==> src/rtl/timer_reg_load_ctrl_if.sv <==
// Load-bus bundle between the CPU / auto-reload requesters and the compare-register
// load sequencer. The master side drives requests; the slave side is the sequencer.
interface timer_reg_load_ctrl_if;
  logic        cpu_wr;
  logic [1:0]  cpu_addr;
  logic [7:0]  cpu_wdata;
  logic        cpu_clr;
  logic        cpu_ready;
  logic        rl_req;
  logic [31:0] rl_word;
  logic        rl_ack;
  logic        load1;
  logic        load2;
  logic        load3;
  logic        load4;
  logic        init;
  logic [7:0]  pload;
  logic        busy;

  modport master (
    output cpu_wr, cpu_addr, cpu_wdata, cpu_clr, rl_req, rl_word,
    input  cpu_ready, rl_ack, load1, load2, load3, load4, init, pload, busy
  );

  modport slave (
    input  cpu_wr, cpu_addr, cpu_wdata, cpu_clr, rl_req, rl_word,
    output cpu_ready, rl_ack, load1, load2, load3, load4, init, pload, busy
  );
endinterface

==> src/rtl/timer_reg_load_ctrl.sv <==
// Arbitrates the compare register's 8-bit load bus between CPU byte writes/clears and
// the auto-reload engine, serialising a 32-bit reload word into four byte strobes.
module timer_reg_load_ctrl #(
  parameter bit CPU_PRIO = 1'b1
) (
  input logic                  clk,
  input logic                  rst,
  timer_reg_load_ctrl_if.slave bus
);

  localparam logic [0:0] ST_IDLE  = 1'b0;
  localparam logic [0:0] ST_BURST = 1'b1;

  logic [0:0]  state_r, state_s;
  logic [1:0]  idx_r, idx_s;
  logic [31:0] word_r, word_s;
  logic [3:0]  load_r, load_s;
  logic        init_r, init_s;
  logic [7:0]  pload_r, pload_s;
  logic        ack_r, ack_s;
  logic        rl_ok_s, cpu_win_s, rl_win_s;

  function automatic logic [7:0] byte_sel(input logic [31:0] w, input logic [1:0] i);
    logic [7:0] b;
    case (i)
      2'd0:    b = w[7:0];
      2'd1:    b = w[15:8];
      2'd2:    b = w[23:16];
      2'd3:    b = w[31:24];
      default: b = 8'h00;
    endcase
    return b;
  endfunction

  // A reload still asserted in its own ack cycle must not restart the burst.
  assign rl_ok_s   = bus.rl_req && !ack_r;
  assign cpu_win_s = bus.cpu_wr && (CPU_PRIO || !rl_ok_s);
  assign rl_win_s  = rl_ok_s && !(CPU_PRIO && bus.cpu_wr);

  // Next-state and next-output decode for arbitration and burst serialisation.
  always_comb begin
    state_s = state_r;
    idx_s   = idx_r;
    word_s  = word_r;
    load_s  = 4'b0000;
    init_s  = 1'b0;
    pload_s = 8'h00;
    ack_s   = 1'b0;
    case (state_r)
      ST_IDLE: begin
        if (bus.cpu_clr) begin
          init_s = 1'b1;
        end else if (cpu_win_s) begin
          load_s  = 4'b0001 << bus.cpu_addr;
          pload_s = bus.cpu_wdata;
        end else if (rl_win_s) begin
          word_s  = bus.rl_word;
          state_s = ST_BURST;
          idx_s   = 2'd0;
          load_s  = 4'b0001;
          pload_s = bus.rl_word[7:0];
        end else begin
          load_s = 4'b0000;
        end
      end
      ST_BURST: begin
        idx_s   = idx_r + 2'd1;
        load_s  = 4'b0001 << idx_s;
        pload_s = byte_sel(word_r, idx_s);
        // Leaving BURST on the last byte lets the CPU be accepted during load4.
        if (idx_s == 2'd3) begin
          state_s = ST_IDLE;
          ack_s   = 1'b1;
        end else begin
          state_s = ST_BURST;
        end
      end
      default: begin
        state_s = ST_IDLE;
        idx_s   = 2'd0;
      end
    endcase
  end

  // State and registered output update.
  always_ff @(posedge clk or posedge rst) begin
    if (rst) begin
      state_r <= ST_IDLE;
      idx_r   <= 2'd0;
      word_r  <= 32'h0000_0000;
      load_r  <= 4'b0000;
      init_r  <= 1'b0;
      pload_r <= 8'h00;
      ack_r   <= 1'b0;
    end else begin
      state_r <= state_s;
      idx_r   <= idx_s;
      word_r  <= word_s;
      load_r  <= load_s;
      init_r  <= init_s;
      pload_r <= pload_s;
      ack_r   <= ack_s;
    end
  end

  assign bus.cpu_ready = (state_r == ST_IDLE);
  assign bus.busy      = (state_r == ST_BURST);
  assign bus.load1     = load_r[0];
  assign bus.load2     = load_r[1];
  assign bus.load3     = load_r[2];
  assign bus.load4     = load_r[3];
  assign bus.init      = init_r;
  assign bus.pload     = pload_r;
  assign bus.rl_ack    = ack_r;

endmodule
==> src/flat_wrapper.sv <==
// flat-port wrapper written by rule: the top's interface ports become plain ports
module timer_reg_load_ctrl_flat 
#(
  parameter bit CPU_PRIO = 1'b1
)
  (clk, rst, bus_cpu_wr, bus_cpu_addr, bus_cpu_wdata, bus_cpu_clr, bus_rl_req, bus_rl_word, bus_cpu_ready, bus_rl_ack, bus_load1, bus_load2, bus_load3, bus_load4, bus_init, bus_pload, bus_busy);
  timer_reg_load_ctrl_if bus_i ();
  input logic clk;
  input logic rst;
  input wire logic [$bits(bus_i.cpu_wr)-1:0] bus_cpu_wr;
  input wire logic [$bits(bus_i.cpu_addr)-1:0] bus_cpu_addr;
  input wire logic [$bits(bus_i.cpu_wdata)-1:0] bus_cpu_wdata;
  input wire logic [$bits(bus_i.cpu_clr)-1:0] bus_cpu_clr;
  input wire logic [$bits(bus_i.rl_req)-1:0] bus_rl_req;
  input wire logic [$bits(bus_i.rl_word)-1:0] bus_rl_word;
  output wire logic [$bits(bus_i.cpu_ready)-1:0] bus_cpu_ready;
  output wire logic [$bits(bus_i.rl_ack)-1:0] bus_rl_ack;
  output wire logic [$bits(bus_i.load1)-1:0] bus_load1;
  output wire logic [$bits(bus_i.load2)-1:0] bus_load2;
  output wire logic [$bits(bus_i.load3)-1:0] bus_load3;
  output wire logic [$bits(bus_i.load4)-1:0] bus_load4;
  output wire logic [$bits(bus_i.init)-1:0] bus_init;
  output wire logic [$bits(bus_i.pload)-1:0] bus_pload;
  output wire logic [$bits(bus_i.busy)-1:0] bus_busy;
  assign bus_i.cpu_wr = bus_cpu_wr;
  assign bus_i.cpu_addr = bus_cpu_addr;
  assign bus_i.cpu_wdata = bus_cpu_wdata;
  assign bus_i.cpu_clr = bus_cpu_clr;
  assign bus_i.rl_req = bus_rl_req;
  assign bus_i.rl_word = bus_rl_word;
  assign bus_cpu_ready = bus_i.cpu_ready;
  assign bus_rl_ack = bus_i.rl_ack;
  assign bus_load1 = bus_i.load1;
  assign bus_load2 = bus_i.load2;
  assign bus_load3 = bus_i.load3;
  assign bus_load4 = bus_i.load4;
  assign bus_init = bus_i.init;
  assign bus_pload = bus_i.pload;
  assign bus_busy = bus_i.busy;
  timer_reg_load_ctrl #(.CPU_PRIO(CPU_PRIO)) u_core (.clk(clk), .rst(rst), .bus(bus_i));
endmodule
==> config.mk <==
export PLATFORM = sky130hd
export DESIGN_NAME = timer_reg_load_ctrl_flat
export DESIGN_NICKNAME = d
export VERILOG_FILES = /design/src/rtl/timer_reg_load_ctrl_if.sv /design/src/rtl/timer_reg_load_ctrl.sv /design/src/flat_wrapper.sv
export SDC_FILE = /design/constraint.sdc
export NUM_CORES = 1
export LEC_CHECK = 0
export CAP_MARGIN = 20
export CORE_MARGIN = 2
export CORE_UTILIZATION = 43
export DETAILED_ROUTE_END_ITERATION = 12
export PLACE_DENSITY = 0.8
export SLEW_MARGIN = 15
export SYNTH_ARGS = -nofsm -noshare
export SYNTH_HDL_FRONTEND = slang
export SYNTH_SLANG_ARGS = --single-unit
==> constraint.sdc <==
create_clock -name clk -period 1.8 [get_ports clk]
set_clock_uncertainty 0.15 [all_clocks]
set_input_delay 0.18 -clock clk [delete_from_list [all_inputs] [get_ports clk]]
set_output_delay 0.18 -clock clk [all_outputs]
set_load 0.01 [all_outputs]
==> impl_metrics.ini, run 1 <==
[status]
status = finished with violations
violations = negative setup slack

[logic_synthesis]
synth-simple-area-share_pct = 4.326
synthXorXnorAreaFrac_pct = 0
postSynthAreaPerCell_um2 = 14.10
synth_adder_area_share_pct = 2.191
synthCells = 162
synth-seq-cells = 49
synth_mux_area_share_pct = 20.87
yosysUniqueCellTypes = 24
synth_compound_area_share_pct = 13.09
synth_area_mm2 = 0.002285
yosysWarnings = 0
seq_area_frac_synth_pct = 53.67
synth_fp_nets = 213
synth_top_family_by_area = multiplexers

[setup_path]
reg2reg_depth = 4
reg2reg_to = u_core.word_r[18]
critPathLaunchType = register
crit_type = reg2reg
r2r_slack_ps = -30
worstPathRequired_ps = 1840
arrival_ps = 1870
cp_max_fo = 13
r2r-start = u_core.bus.rl_ack
critPathCaptureType = register

[finish]
num_antenna_cells = 0
nNetsFinal = 284
n_fill_cell = 401
mostFrequentLayoutCells = clkdlybuf4s50_1 (62), dfrtp_1 (48), mux2_4 (31), inv_1 (11), buf_4 (10)
syn2layout_area_growth_pct = 38.17
final_cells = 303
final_area_mm2 = 0.003157
layout_commonest_cell = clkdlybuf4s50_1
drive_gt1_share_pct = 26.61

[cts]
h-tree-depth = 2
clockRootBuffer = clkbuf_8
clockBufferDepth = 2
cts.sinks = 49
cts_tree = done
clkLatencyLatePin_ps = 290
cts.clk_slew.worst_paths_ps = 80
holdBufCountCts = 0
cts_buffers = 5

[drt]
via_count = 1539
drt_iter0_markers = 102
wl_per_cell_um = 15.51
viasPerCell = 5.079
wirelength_um = 4699
drc_errors = 0
ant_nets = 0
first_pass_iters = 4

[floorplanning]
start_util_pct = 44.73
fp-row-count = 26
floorplan.core_area_mm2 = 0.005107
die_x_um = 76.89
die_h_um = 76.89
die_area_mm2 = 0.005912
io_pins = 63

[grt]
grt_pass1_wl_um = 7534
grt-ovfl-total = 0
track_usage_pct = 16.53
grt_pass1_vias = 1495
grt_max_degree = 50
grt_antenna_before_repair = 0

[timing]
setup_slack_ps = -34.06
hold_ws_ps = 77.71
slew_headroom_pct = 77.65
timing.fmax_ghz = 0.5452
final-hold-violation-count = 0
tightest_slew_ps = 334.5
rsz0062_at_grt = true
setup_viol = 31
fin_crit_sh_pct = 101.9
final.min_clock_period_ps = 1834
drv_slew = 0

[place]
gp_congestion = 0.7882
hpwl_um = 3482
numPortBuffers = 62
placed_area_mm2 = 0.003037
post-place-cells = 293

[job]
cap_violations = 0

[hold_path]
hp-class = in2async

[power_and_ir_drop]
peakVddDrop_mv = 0.5455
leakage_nw = 1.388
power_density_mw_per_mm2 = 1463
stage by stage:
step	power [W]	util, %	setup TNS [ps]	setup slack (ps)
6_report	0.004618	61.81	-725.4	-34.06
5_1_grt	0.004900	61.81	-2034	-80.79
4_1_cts	0.004601	61.32	-874.5	-39.27
3_5_place_dp	0.003945	59.46	-12260	-354.3
3_3_place_gp	0.003866	59.46	-11290	-328.1
2_1_floorplan	0.003202	-	-845.6	-30.10
power breakdown:
part	total, W	internal, W	switching (W)
clock network	0.000634	0.000305	0.000329
logic	0.00206	0.00126	0.000803
registers	0.00192	0.00162	0.000297
area by class of cell:
class / count / area [um^2] / area share [%]
timing repair buffer: 76 / 775.7 / 24.57
tap: 70 / 87.58 / 2.774
clock buffer: 7 / 86.33 / 2.735
inverter: 12 / 45.04 / 1.427
sequential: 49 / 1227 / 38.88
multi-input combinational: 89 / 934.6 / 29.61
worst max-delay path, stage by stage, from the launching register on:
cell,delay (ps)
dfrtp_1,380
or4b_4,530
nor2_8,180
buf_12,180
mux2_4,300
routing by layer:
layer  global-route usage, %  part of all wire [%]  up-vias
li1                        -                     -      731
met1                   23.09                    46      753
met2                   23.68                    47       49
met3                   4.471                   5.5        6
met4                   8.182                   1.8        0
met5                       0                     0        -
sequential cells by signal, summed over array words and instances, names as in the netlist:
name / count
u_core.load_r: 4
u_core.bus.rl_ack: 1
u_core.word_r: 32
u_core.bus.init: 1
u_core.idx_r: 2
u_core.bus.busy: 1
u_core.bus.pload: 8
kinds of logic after synthesis:
group,Yosys count
DFF,49
AOI/OAI and AO/OA,39
muxes,32
buffers and inverters,24
and+or+nand+nor,14
adders and majority gates,4
synthesized netlist by cell type (all sizes together):
cell	count	area share [%]
nor2b	2	0.55
nand2	4	0.66
nor3b	1	0.33
mux2	32	21
a21oi	9	2.0
dfrtp	49	54
nor2	2	1.0
buf	3	2.0
inv	12	2.0
o21ai	3	0.66
and2	2	0.55
ha	4	2.2
a221o	9	3.9
a22oi	8	2.6
a32o	1	0.44
clkbuf	9	1.9
or4b	1	0.60
a221oi	8	3.1
nand3	1	0.22
a31o	1	0.38
and2b	1	0.38
how the worst max path moves through the flow:
stage                                  from           endpoint  slack (ps)  depth (start not counted)
after floorplan           u_core.bus.rl_ack  u_core.word_r[15]         -30                          4
after global placement           bus_cpu_wr  u_core.word_r[12]        -330                          5
after detailed placement         bus_cpu_wr  u_core.word_r[21]        -350                          5
after CTS                 u_core.bus.rl_ack  u_core.word_r[18]         -40                          4
after global routing      u_core.bus.rl_ack   u_core.word_r[5]         -80                          4
final                     u_core.bus.rl_ack  u_core.word_r[18]         -30                          4
repair_timing:
action	in CTS	in global routing
setup endpoints to repair	32	40
hold endpoints to repair	0	0
gates resized for setup	1	4
cloned	0	0
buffers inserted	1	2
(Power assumes the default switching activity.)
==> run 2: changes to the inputs <==
Settings changed: CORE_UTILIZATION 43 to 48, PLACE_DENSITY 0.8 to 0.84.
Clock period 1.8 ns to 2.01 ns, I/O delays scaled along.
==> impl_metrics.ini, run 2 (synthesized netlist as in run 1, its figures left out) <==
[drt]
wirelength_um = 4547
first_pass_iters = 4
wl_per_cell_um = 16.12
via_count = 1507
ant_nets = 0
drt_iter0_markers = 130
viasPerCell = 5.344
drc_errors = 0

[finish]
num_antenna_cells = 0
syn2layout_area_growth_pct = 35.05
regMostFlops = u_core.word_r
nNetsFinal = 278
largest_reg_flops = 32
layout_commonest_cell = clkdlybuf4s50_1
drive_gt1_share_pct = 23.25
final_cells = 282
mostFrequentLayoutCells = clkdlybuf4s50_1 (62), dfrtp_1 (49), mux2_4 (31), inv_1 (10)

[power_and_ir_drop]
peakVddDrop_mv = 0.7175
power_frac_seq_pct = 42.1
power_density_mw_per_mm2 = 1317
combPwrFrac_pct = 44.3
power_switching_w = 0.001286
power_frac_clock_pct = 13.7
intPower_w = 0.002778
power.total_w = 0.004064
leakage_nw = 1.353
p_sw_share_pct = 31.64

[timing]
final-hold-violation-count = 0
drv_slew = 0
fin_crit_sh_pct = 92.77
slew_headroom_pct = 64.42
hold_ws_ps = 82.81
fin_setup_tns_ps = 0
setup_viol = 0
tightest_slew_ps = 533.8
final.min_clock_period_ps = 1865
timing.fmax_ghz = 0.5363
rsz0062_at_grt = false

[setup_path]
crit_type = in2reg
reg2reg_to = u_core.word_r[7]
r2r_slack_ps = 160
reg2reg_depth = 4
cp_max_fo = 18
crit_chain = clkdlybuf4s50_1 -> or4b_4 -> nor2_8 -> buf_12 -> mux2_4
critPathCaptureType = register
critPathSlowestCell = or4b_4
critPathLaunchType = input pin
worstPathRequired_ps = 2040
max_stage_delay_ps = 580
r2r-start = u_core.bus.rl_ack
arrival_ps = 1890

[cts]
clkLatencyLatePin_ps = 290
cts_buffers = 5
h-tree-depth = 2
cts.sinks = 49
holdBufCountCts = 0
clockRootBuffer = clkbuf_8
cts.clk_slew.worst_paths_ps = 90
cts_tree = done
clockBufferDepth = 2

[job]
cap_violations = 0

[floorplanning]
fp-row-count = 25
die_x_um = 72.99
start_util_pct = 49.02
die_h_um = 72.99
io_pins = 63
floorplan.core_area_mm2 = 0.004661
die_area_mm2 = 0.005328

[grt]
grt_util_met3_pct = 3.177
grt_max_degree = 31
track_usage_pct = 18.50
met2_usage_pct = 29.63
top_usage_layer = met2
grt_pass1_vias = 1530
grt_pass1_wl_um = 7479
grt_antenna_before_repair = 0
grt_use_met1_pct = 25.41
grt-ovfl-total = 0

[status]
status = finished, final reports clean

[place]
numPortBuffers = 62
post-place-cells = 274
hpwl_um = 3397
gp_congestion = 0.8771

[hold_path]
hp-class = in2async
[run 2: worst max-delay path, delay by kind of cell]
| family | cells | cell delay, ps |
|---|---|---|
| buffers and inverters | 2 | 610 |
| and+or+nand+nor | 2 | 770 |
| muxes | 1 | 310 |
[run 2: how the worst max path moves through the flow]
| stage | start | end | slack, ps | cells past startpoint |
|---|---|---|---|---|
| floorplan | u_core.bus.rl_ack | u_core.word_r[15] | 180 | 4 |
| global placement | bus_cpu_wr | u_core.word_r[10] | -140 | 5 |
| detailed placement | bus_cpu_wr | u_core.word_r[15] | -160 | 5 |
| CTS | u_core.bus.busy | bus_cpu_ready | 60 | 2 |
| global route | u_core.idx_r[0] | u_core.bus.pload[0] | 80 | 5 |
| finish | bus_cpu_wr | u_core.word_r[7] | 150 | 5 |
[run 2: power by group through the flow]
| stage | clock network (W) | registers, W | logic (W) |
|---|---|---|---|
| 2_1_floorplan | 0 | 0.00173 | 0.00114 |
| 3_3_place_gp | 0 | 0.00171 | 0.00173 |
| 3_5_place_dp | 0 | 0.00172 | 0.00179 |
| 4_1_cts | 0.000566 | 0.00170 | 0.00180 |
| 5_1_grt | 0.000615 | 0.00177 | 0.00196 |
| 6_report | 0.000555 | 0.00171 | 0.00180 |
[run 2: layer usage]
layer / share of wire, % / vias up
met5: 0 / -
met4: 2.0 / 0
met3: 4.5 / 10
met2: 48 / 53
met1: 45 / 727
li1: - / 717
[run 2: per-stage QoR]
| step | utilization [%] | instance area, um^2 | worst slack (ps) |
|---|---|---|---|
| 2_1_floorplan | - | 2285 | 179.9 |
| 3_3_place_gp | 64.24 | 2994 | -143.3 |
| 3_5_place_dp | 64.24 | 2994 | -162.7 |
| 4_1_cts | 66.12 | 3082 | 55.48 |
| 5_1_grt | 66.20 | 3085 | 81.12 |
| 6_report | 66.20 | 3085 | 145.2 |
[run 2: area by class of cell]
class / instances / area [um^2]
Clock buffer: 6 / 72.57
Clock inverter: 2 / 15.01
Fill cell: 323 / 1575
Inverter: 12 / 48.80
Multi-Input combinational cell: 89 / 924.6
Sequential cell: 49 / 1226
Tap cell: 54 / 67.56
Timing Repair Buffer: 70 / 730.7
[run 2: what timing repair did]
item / 4_1_cts / 5_1_grt
gates resized for setup: 0 / 1
endpoints found under the setup margin: 0 / 1
endpoints found under the hold margin: 0 / 0
setup buffers: 0 / 0
==> RTL change (flow settings as in run 2) <==
Reset style: synchronous (`rst`), changed in one clocked block.
--- a/src/rtl/timer_reg_load_ctrl.sv
+++ b/src/rtl/timer_reg_load_ctrl.sv
@@ -83,7 +83,7 @@
   end
 
   // State and registered output update.
-  always_ff @(posedge clk or posedge rst) begin
+  always_ff @(posedge clk) begin
     if (rst) begin
       state_r <= ST_IDLE;
       idx_r   <= 2'd0;
Behaviour: differs if rst is asserted again (counterexample within 4 cycles, from zero or initial values and one cycle with rst high); with rst held inactive, the same outputs for 10 cycles.
==> RTL change against run 2 <==
- routed wire length grew 14%
- cell area is 1.1% higher
- sequential cell count unchanged
- core utilization shrank 0.62 points
- via count up 25%
- global-route usage up 0.91 points
- largest cell class is now multi-input combinational cells
- critical path depth decreased by 3
- worst setup slack got worse by 0.017 ns
- area after synthesis is 4.7% higher
- count of clock-buffer cells in the layout grew 2
Power is not compared: it rests on default switching activity, and its combinational part moved more than twofold at a synthesized area within 25%.
==> RTL change: results (changes against run 2) <==
Parameter                              Value

Status
  Outcome    finished clean

Drt
  Vias after detailed routing    1,887 (+25%)
  Number of detailed-routing iterations run before antenna repair    4 (unchanged)
  Routed wire length per instance    13.9 um (-14%)
  Initial drt markers    114 (-12%)
  Total wirelength of the detailed-routed design    5160 um (+14%)

Logic synthesis
  Yosys synthesis warning count    0 (unchanged)
  Adder-cell area share of the yosys netlist    0.0209 (-0.000985)
  Ranking of synthesized cells by instance count    nand2b_1, dfxtp_1, mux2i_1
  Share of flip-flops with an asynchronous set or reset after synthesis    0 (-1.00)
  Synth area leaders    dfxtp_1, nand2b_1, mux2i_1, a22o_1, a22oi_1
  Multiplexer share of the synthesized area    0.134 (-0.0748)
  Cells after synthesis    249 (+54%)
  Syn_area_per_cell    9.61 sq um (-32%)
  Count of unique library cells instantiated by Yosys    30 (+25%)
  Post-synthesis compound-gate area fraction    0.141 (+0.0103)
  Synthesized-area fraction occupied by xor and xnor cells    0 (unchanged)
  Share of synthesized area occupied by flip-flops and latches    0.410 (-0.127)
  Synth Net Count    300 (+41%)

GRT
  Largest net degree at the start of global routing    36 (+16%)
  First-pass GRT wire length    8320 um (+11%)
  Total global routing track utilization    0.194 (+0.00908)
  Via count of the first global-routing pass    1,768 (+16%)

CTS
  Cts bufs inserted    5 (unchanged)
  CTS H-Tree Depth    2 (unchanged)
  Number of sinks driven by the clock tree    49 (unchanged)
  Maximum buffer depth of the clock tree    2 (unchanged)

Critical path
  CP Capture Point    bus_cpu_ready
  Largest stage delay on the critical path    0.56 ns (-0.02 ns)
  Critical path data arrival time    1.53 ns (-0.36 ns)
  Largest delay contributor family on the critical path    buffers and inverters
  R2r worst-path depth    5 (+1)
  Worst R2R End    u_core.bus.pload[2]$_SDFF_PP0_
  Slowest cell on the critical path    dfxtp_1
  Worst-path fanout max    11 (-7)
  Startpoint of the worst-slack reg-to-reg timing path    u_core.idx_r[0]$_SDFFE_PP0P_
  Critical path launch point    u_core.bus.busy$_SDFF_PP0_
  Reg2reg setup slack    0.22 ns (+0.06 ns)

STA
  Worst Hold Slack    0.321 ns (+0.239 ns)
  Worst Max-Slew Pin Slew    0.553 ns (+0.0196 ns)

Place
  Cell area after placement    3040 sq um (+1.5%)
  GP Congestion    0.840 (-4.3%)
  HPWL after detailed placement    3830 um (+13%)

Layout
  Share of the final layout cell area in sequential cells    0.315 (-0.0828)
  Invs w/o clock    4 (-8)
  Total of plain and repair buffers excluding clock buffers    69 (-1.4%)
  Area of the multi-input gates    1280 sq um (+39%)
  Clock tree buffer count of the final layout    8 (+2)
  Multi-Input Combinational    175 (+97%)
  Share of final layout cell area taken by clock buffers and inverters    0.0257 (-0.00270)
  Fraction of final layout cells with drive strength greater than 1    0.0459 (-0.187)
  Non-clock buffer contribution to total cell area    0.216 (-0.0209)
  Filler instances    410 (+27%)
  Area Overhead vs Synth    30.3%
  Nets    355 (+28%)
  Leading cell kind    multi-input combinational cells

Hold path
  Path class of the lowest-slack min-delay path    reg -> reg
-- RTL change: cell count changes after synthesis, moves of 9 or more --
| cell | run 2 | this run |
|---|---|---|
| o22ai_1 | 0 | 9 |
| a22o_1 | 0 | 9 |
| mux2_4 | 31 | 0 |
| dfxtp_1 | 0 | 49 |
| dfrtp_1 | 49 | 0 |
| mux2i_1 | 0 | 32 |
| a221o_1 | 9 | 0 |
| nand2b_1 | 0 | 65 |
-- RTL change: worst min-delay path, delay by kind of cell (launching register included) --
family	cells	cell delay [ns]
flip-flops	1	0.32
multiplexers	1	0.05
AND/OR/NAND/NOR	1	0.06
-- RTL change: per-stage QoR --
stage / setup slack (ns) / total power [mW] / util
floorplan: 0.429 / 1.20 / -
global placement: 0.191 / 1.35 / 0.639
detailed placement: 0.162 / 1.35 / 0.639
CTS: 0.126 / 1.88 / 0.656
global route: 0.0144 / 1.94 / 0.656
finish: 0.128 / 1.87 / 0.656
-- RTL change: layer usage --
metal  up-vias  GRT usage  share of wire
li1        966          -              -
met1       838      0.271           0.48
met2        72      0.297           0.44
met3        11     0.0420          0.064
met4         0     0.0675          0.018
met5         -          0              0
-- RTL change: cells by family after synthesis --
group | after synthesis
compound gates | 48
flops | 49
mux | 32
buf+inv | 25
fa+ha+maj | 4
simple gates | 91
-- RTL change: power by group through the flow --
| stage | clock, mW | combinational, mW | sequential, mW |
|---|---|---|---|
| 3_3_place_gp | 0 | 0.301 | 1.05 |
| 3_5_place_dp | 0 | 0.304 | 1.05 |
| 5_1_grt | 0.583 | 0.331 | 1.03 |
| 2_1_floorplan | 0 | 0.155 | 1.05 |
| 6_report | 0.538 | 0.305 | 1.03 |
| 4_1_cts | 0.549 | 0.306 | 1.03 |
